## src/rtl/div_pkg.sv

```systemverilog
// Shared types and sizing for the sequential unsigned divider family.
package div_pkg;

   localparam int DIV_DW = 8;
   localparam int DIV_NW = 2 * DIV_DW;
   localparam int DIV_CW = $clog2(DIV_NW);

   typedef enum logic [1:0] {
      S_IDLE = 2'd0,
      S_BUSY = 2'd1,
      S_DONE = 2'd2
   } div_state_t;

endpackage

```

## src/rtl/div_restore_step.sv

```systemverilog
// One restoring-division step: shift the next dividend bit into the partial
// remainder, subtract the divisor when it fits, and report the quotient bit.
module div_restore_step #(
   parameter int DW = 8
) (
   input  logic [DW:0]   p_in,
   input  logic          bit_in,
   input  logic [DW-1:0] divisor,
   output logic [DW:0]   p_out,
   output logic          q_bit
);

   // Compare on the full shifted value so a caller that lets P[DW] be set
   // still gets a correct decision; the result always fits back in DW+1 bits.
   assign q_bit = ({p_in, bit_in} >= {2'b00, divisor});
   assign p_out = q_bit ? (DW+1)'({p_in, bit_in} - {2'b00, divisor})
                        : (DW+1)'({p_in, bit_in});

endmodule

```

## src/rtl/unsigned_seq_divider_16by8.sv

```systemverilog
// Iterative restoring divider, NW-bit dividend by DW-bit divisor, one quotient
// bit per cycle behind a valid/ready handshake with a single op in flight.
//
// state  | meaning
// S_IDLE | ready for operands
// S_BUSY | shifting out quotient bits, counter counts down to 0
// S_DONE | result held on outputs until the consumer takes it
module unsigned_seq_divider_16by8
   import div_pkg::*;
#(
   parameter  int DW = DIV_DW,
   localparam int NW = 2 * DW,
   localparam int CW = $clog2(NW)
) (
   input  logic          clk,
   input  logic          rst_n,
   input  logic          in_valid,
   output logic          in_ready,
   input  logic [NW-1:0] dividend,
   input  logic [DW-1:0] divisor,
   output logic          out_valid,
   input  logic          out_ready,
   output logic [NW-1:0] quotient,
   output logic [DW-1:0] remainder,
   output logic          div_by_zero
);

   div_state_t    state;
   div_state_t    state_nxt;
   logic [CW-1:0] cnt;
   logic [DW:0]   p_q;
   logic [DW:0]   p_nxt;
   logic [NW-1:0] dq;
   logic [NW-1:0] dq_nxt;
   logic [DW-1:0] dvs;
   logic          q_bit;

   div_restore_step #(.DW(DW)) u_step (
      .p_in    (p_q),
      .bit_in  (dq[NW-1]),
      .divisor (dvs),
      .p_out   (p_nxt),
      .q_bit   (q_bit)
   );

   // Dividend bits leave at the MSB while quotient bits enter at the LSB,
   // so after NW steps the register holds the full quotient.
   assign dq_nxt = {dq[NW-2:0], q_bit};

   // State register.
   always_ff @(posedge clk or negedge rst_n) begin
      if (!rst_n) begin
         state <= S_IDLE;
      end else begin
         state <= state_nxt;
      end
   end

   // Next-state logic.
   always_comb begin
      state_nxt = state;
      case (state)
         S_IDLE: begin
            if (in_valid) begin
               state_nxt = (divisor == '0) ? S_DONE : S_BUSY;
            end
         end
         S_BUSY: begin
            if (cnt == '0) begin
               state_nxt = S_DONE;
            end
         end
         S_DONE: begin
            if (out_ready) begin
               state_nxt = S_IDLE;
            end
         end
         default: state_nxt = S_IDLE;
      endcase
   end

   // Handshake outputs; no accept while a result is still waiting.
   always_comb begin
      in_ready  = 1'b0;
      out_valid = 1'b0;
      case (state)
         S_IDLE:  in_ready  = 1'b1;
         S_DONE:  out_valid = 1'b1;
         default: ;
      endcase
   end

   // Operand capture, iteration datapath, step counter and result register.
   always_ff @(posedge clk or negedge rst_n) begin
      if (!rst_n) begin
         cnt         <= '0;
         p_q         <= '0;
         dq          <= '0;
         dvs         <= '0;
         quotient    <= '0;
         remainder   <= '0;
         div_by_zero <= 1'b0;
      end else begin
         case (state)
            S_IDLE: begin
               if (in_valid) begin
                  dvs <= divisor;
                  dq  <= dividend;
                  p_q <= '0;
                  cnt <= CW'(NW - 1);
                  if (divisor == '0) begin
                     quotient    <= '1;
                     remainder   <= dividend[DW-1:0];
                     div_by_zero <= 1'b1;
                  end
               end
            end
            S_BUSY: begin
               p_q <= p_nxt;
               dq  <= dq_nxt;
               if (cnt == '0) begin
                  quotient    <= dq_nxt;
                  remainder   <= p_nxt[DW-1:0];
                  div_by_zero <= 1'b0;
               end else begin
                  cnt <= cnt - 1'b1;
               end
            end
            default: ;
         endcase
      end
   end

endmodule

```

## config.mk

```make
export PLATFORM = sky130hd
export DESIGN_NAME = unsigned_seq_divider_16by8
export DESIGN_NICKNAME = d
export VERILOG_FILES = /design/src/rtl/div_pkg.sv /design/src/rtl/div_restore_step.sv /design/src/rtl/unsigned_seq_divider_16by8.sv
export SDC_FILE = /design/constraint.sdc
export NUM_CORES = 1
export LEC_CHECK = 0
export ABC_AREA = 0
export BUFFER_PORTS_ARGS = -buffer_cell sky130_fd_sc_hd__clkbuf_2
export CORE_MARGIN = 2
export CORE_UTILIZATION = 42
export DETAILED_ROUTE_END_ITERATION = 12
export MAX_ROUTING_LAYER = met4
export PLACE_DENSITY = 0.65
export SLEW_MARGIN = 10
export SYNTH_ARGS = -nofsm -noshare
export SYNTH_HDL_FRONTEND = slang
export SYNTH_SLANG_ARGS = --single-unit
```

## constraint.sdc

```tcl
create_clock -name clk -period 5.4 [get_ports clk]
set_clock_uncertainty 0.15 [all_clocks]
set_input_delay 0.54 -clock clk [delete_from_list [all_inputs] [get_ports clk]]
set_output_delay 0.54 -clock clk [all_outputs]
set_load 0.03 [all_outputs]
```

==> Word-level counts from Yosys, hierarchy flattened <==
Cells that the tools add are included.
Widths: inputs -> output; s select.
{ "totals": {"regBits": 64, "latch_bits": 0, "ramBits": 0, "mem_bits_ro": 0, "inputBits": 28, "output_inout_bits": 27, "wordCells": 54, "n_memories": 0} }
{ "classes": {"add_sub_neg": 2, "mul": 0, "div_mod_pow": 0, "order_cmp": 1, "eq_ne": 7, "shift": 0, "muxes": 27, "bitwise": 0, "n_reduce_logical": 9} }
{ "op_table": {"columns": ["op", "n"], "rows": [
  ["$mux 16", 4],
  ["$pmux 16 s2", 2],
  ["$mux 8", 3],
  ["$mux 9", 2],
  ["$pmux 9 s2", 1],
  ["$pmux 8 s2", 1],
  ["$ge 10x8->1", 1],
  ["$ne 2x2->1 const B", 5],
  ["$sub 9x8->9", 1],
  ["$logic_not 8->1", 1],
  ["$mux 2", 4],
  ["$mux 4", 2],
  ["$pmux 4 s2", 1],
  ["$pmux 2 s3", 1],
  ["$reduce_and 3->1", 2],
  ["$mux 1", 5],
  ["$logic_not 4->1", 1],
  ["$reduce_and 2->1", 2],
  ["$reduce_and 4->1", 1],
  ["$sub 4x1->4 const B", 1],
  ["$eq 2x1->1 const B", 1],
  ["$eq 2x2->1 const B", 1],
  ["$logic_not 2->1", 1],
  ["$pmux 1 s2", 1],
  ["$reduce_bool 2->1", 1]
]} }

==> Depth between registers and ports, before layout <==
{ "logic_depth": {"ltp_word": 4, "depth_mapped": 9, "ltp_nobuf": 9} }

==> Modules after synthesis <==
From an unflattened synthesis, not the netlist that was laid out.
{ "unflattened": {"hier_cells": 327, "hier_area_um2": 3333.2} }
{ "by_module_without_submodules": {"columns": ["mod", "instances", "cells_per_inst", "area_per_inst_um2", "seq_area_each_um2"], "rows": [
  ["unsigned_seq_divider_16by8", 1, 252, 2810.2, 1601.5],
  ["div_restore_step", 1, 75, 523.0, 0.0]
]} }

==> Least setup slack after synthesis <==
Ideal clock, no wire load.
{ "synth_path": {"path_kind": "register to register", "startpoint": "register dq[15]", "endpoint": "register remainder[0]", "setup_ns": 0.142, "t_arrival_ns": 2.095, "slack_ns": 3.013, "path_stages_with_launch": 10, "path_cell_list": "dfrtp_1 > inv_1 > ha_1 > inv_1 > fa_1 > a211oi_2 > o31ai_4 > a21oi_4 > mux2i_1 > a31oi_1"} }
{ "synth_via": {"elab_chain_cells": 4, "word_cells_on_any_way": 5} }
{ "synth_rtl": {"columns": ["item", "line", "rtl"], "rows": [
  ["from (decl)", "unsigned_seq_divider_16by8.sv:33", "logic [NW-1:0] dq;"],
  ["from (signal assigned)", "unsigned_seq_divider_16by8.sv:108", "dq <= dividend;"],
  ["from (signal assigned)", "unsigned_seq_divider_16by8.sv:120", "dq <= dq_nxt;"],
  ["$sub 9x8->9 / $ge 10x8->1 (equally long branches)", "div_restore_step.sv:16, div_restore_step.sv:15", null],
  ["$mux 9 *", "div_restore_step.sv:16", "assign p_out = q_bit ? (DW+1)'({p_in, bit_in} - {2'b00, divisor})"],
  ["$mux 8 *", "unsigned_seq_divider_16by8.sv:121", "if (cnt == '0) begin"],
  ["$pmux 8 s2 *", "unsigned_seq_divider_16by8.sv:104", "case (state)"],
  ["to (signal assigned)", "unsigned_seq_divider_16by8.sv:113", "remainder <= dividend[DW-1:0];"],
  ["to (signal assigned)", "unsigned_seq_divider_16by8.sv:123", "remainder <= p_nxt[DW-1:0];"],
  ["to (decl)", "unsigned_seq_divider_16by8.sv:24", "output logic [DW-1:0] remainder,"]
]} }
Mark *: on every way between the ends. The rest lies on a longest branch, timed or not. The select of a mux whose other input is x is not followed.
A chain may end at the register's enable or synchronous reset.

==> Final worst setup path <==
Same ends and word-level chain as after synthesis.

==> impl_metrics.env <==
export IMPL_status="finished, final reports clean"
export IMPL_ys_seq_area_frac=0.4906
export IMPL_coreArea_sq_mm=0.007647
export IMPL_num_io_pins=55
export IMPL_wl_mm=7.704
export IMPL_final_setup_tns_ns=0
export IMPL_area_growth_pct=17.02
export IMPL_p_leak_nw=1.771
export IMPL_multi_input_area_sq_mm=0.001514
export IMPL_holdBufCountCts=0
export IMPL_grt_pass1_vias=2554
export IMPL_yosys_warnings=0
export IMPL_grt_pass1_wl_mm=12.90
export IMPL_antenna_found_initial=0
export IMPL_switching_share=0.4753
export IMPL_ys_types=55
export IMPL_cts_tree="yes"
export IMPL_worst_slew_pin_transition_ns=0.8181
export IMPL_dr_pass1_iters=4
export IMPL_p_switching_mw=1.362
export IMPL_cp_data_required_time_ns=5.45
export IMPL_maxCapViolCount=0
export IMPL_synth_area_per_cell_sq_um=9.248
export IMPL_root_buffer="clkbuf_8"
export IMPL_drt_iter0_markers=160
export IMPL_syn_instance_count=353
export IMPL_routed_via_density=5.275
export IMPL_grt_max_degree=65
export IMPL_min_path_type="input pin to asynchronous set/reset pin"
export IMPL_yosys_most_used_dff="dfrtp_1"
export IMPL_intPower_mw=1.504
export IMPL_drive_gt1_frac=0.2236
export IMPL_clkPwrFrac=0.145
export IMPL_rows=32
export IMPL_die_y_um=92.16
export IMPL_htreeDepth=3
export IMPL_antenna_cells=0
export IMPL_post_drt_wl_per_cell_um=15.14
export IMPL_register_area_sq_mm=0.001602
export IMPL_endpoint_kind="flip-flop"
export IMPL_crit_fanout=10
export IMPL_synthArstFlopShare=1.000
export IMPL_hpwl_mm=5.278
export IMPL_rsz0062_at_grt="false"
export IMPL_critical_path_class="flip-flop to flip-flop"
export IMPL_p_per_area_mw_per_mm2=750.3
export IMPL_place_area_sq_mm=0.003622
export IMPL_grt_usage=0.1985
export IMPL_max_slew_margin=0.4546
export IMPL_utilization=0.4995
export IMPL_port_buffers=54
export IMPL_instances_no_fill=509
export IMPL_via_count=2685
export IMPL_die_w_um=92.16
export IMPL_fill_cells=768
export IMPL_cts_resized_gates=0
export IMPL_finalHoldViolCount=0
export IMPL_reg2reg_to="remainder[0]"
export IMPL_setup_viol=0
export IMPL_worst_r2r_startpoint="dq[15]"
export IMPL_maxSlewViolCount=0
export IMPL_final_area_sq_mm=0.003820
export IMPL_antenna_left=0
export IMPL_timing_final_crit_share=0.4962
export IMPL_layout_min_cycle_time_ns=2.680
export IMPL_combPwrFrac=0.549
export IMPL_ys_seq_elements=64
export IMPL_dp_cells=493
export IMPL_place_congestion=0.8577
export IMPL_syn_area_sq_mm=0.003264
export IMPL_initial_core_util=0.4269
export IMPL_cp_start_kind="flip-flop"
export IMPL_clkSlewWorstSetupHoldPaths_ns=0.07
export IMPL_peakVddDrop_mv=0.3347
export IMPL_gr_total_overflow=0
export IMPL_r2r_setup_slack_ns=2.72
export IMPL_synth_edf_count=0
export IMPL_cp_data_arrival_time_ns=2.73
export IMPL_post_cts_setup_buffers=0
export IMPL_cts_sinks=64
export IMPL_fin_nets=440
export IMPL_cts_buffers=9
export IMPL_clkLatencyLatePin_ns=0.34
export IMPL_cts_path_max_buffers=2
export IMPL_die_area_sq_mm=0.008493
export IMPL_seqPwrFrac=0.306
export IMPL_drc_errors=0
export IMPL_r2r_cells=9
export IMPL_syn_nets=391
export IMPL_fmax_mhz=373.2
==> layer usage <==
layer | share of wire | routed length (um) | GRT usage | vias up
met5 | 0 | 0 | - | -
met4 | 0.010 | 80 | 0.07214 | 0
met3 | 0.039 | 301 | 0.04355 | 5
met2 | 0.45 | 3497 | 0.2831 | 62
met1 | 0.50 | 3824 | 0.2793 | 1283
li1 | - | - | - | 1335
==> stage by stage <==
stage               hold WS [ns]  setup slack [ns]  total power [mW]
finish                    0.2197             2.720             2.866
global route              0.2768             2.529             3.096
CTS                       0.2560             2.749             2.877
detailed placement        0.3336             2.778             2.454
global placement          0.3284             2.871             2.421
floorplan                0.09441             3.013             2.064
==> cell type report <==
class                   count  area share
flip-flops and latches     64      0.4193
well taps                 102     0.03341
repair buffers             60     0.08254
clock buffers              11     0.03701
inverters                  17     0.01670
multi-input cells         250      0.3963
clock inverters             5     0.01474
==> flip-flops by register name, summed over array words and instances, names as in the netlist <==
name	count
cnt	4
remainder	8
dvs	8
quotient	16
p_q	9
state	2
dq	16
div_by_zero	1
==> synthesized netlist by cell type (all sizes together), types with 3 or more instances <==
| library cell | count | area, sq um |
|---|---|---|
| nor3 | 5 | 25.02 |
| a21o | 10 | 76.32 |
| mux2i | 5 | 50.05 |
| ha | 9 | 112.6 |
| nand3 | 9 | 45.04 |
| a211oi | 5 | 42.54 |
| o21bai | 3 | 22.52 |
| buf | 8 | 40.04 |
| a21oi | 39 | 210.2 |
| nor4 | 3 | 18.77 |
| a31oi | 7 | 43.79 |
| dfrtp | 64 | 1602 |
| inv | 17 | 63.81 |
| o211ai | 3 | 27.52 |
| a41oi | 4 | 42.55 |
| o21ai | 21 | 105.1 |
| nand2 | 31 | 118.9 |
| clkbuf | 14 | 52.55 |
| a22oi | 7 | 52.55 |
| nor2 | 48 | 180.2 |
| nor2b | 11 | 68.82 |
==> cells in the final DEF (no fill, tap or decap), types with 3 or more instances in the layout <==
cell      Yosys  routed
dfrtp_1      64      64
clkbuf_2      0      54
nor2_1       48      48
a21oi_1      37      37
nand2_1      30      30
o21ai_0      21      21
inv_1        17      17
nor2b_1      11      10
clkbuf_8      0      10
nand3_1       9       9
a21o_1        9       9
ha_1          9       9
a31oi_1       7       7
a22oi_1       7       7
buf_4         1       6
mux2i_1       5       5
nor3_1        5       4
a211oi_1      4       4
nor4_1        3       3
o21bai_1      3       3
a41oi_1       3       3
==> power by group through the flow <==
stage	logic [mW]	clock network [mW]	registers, mW
final	1.57	0.415	0.878
after global routing	1.74	0.446	0.908
after CTS	1.58	0.425	0.877
after detailed placement	1.57	0	0.884
after global placement	1.54	0	0.882
after floorplan	1.08	0	0.989
==> worst max path at each step <==
stage          startpoint            to  slack (ns)  cells past startpoint
5_1_grt            dq[15]  remainder[0]        2.53                      9
3_3_place_gp       dq[15]  remainder[0]        2.87                      9
6_report           dq[15]  remainder[0]        2.72                      9
3_5_place_dp       dq[15]  remainder[0]        2.78                      9
4_1_cts            dq[15]  remainder[0]        2.75                      9
2_1_floorplan      dq[15]  remainder[0]        3.01                      9
==> logic make-up after synthesis <==
family,Yosys count,synth area share
compound gates,111,0.2254
mux,6,0.01878
xor+xnor,2,0.005367
simple gates,121,0.1713
fa+ha+maj,10,0.04063
buf+inv,39,0.04791
flops,64,0.4906
==> critical path, cell delays in order (launching register included) <==
cell	delay, ns
dfrtp_1	0.39
inv_1	0.11
ha_1	0.19
inv_1	0.06
fa_1	0.41
a211oi_2	0.34
o31ai_4	0.15
a21oi_4	0.34
mux2i_1	0.27
a31oi_1	0.10
No activity file was read; power rests on OpenSTA's default activity.
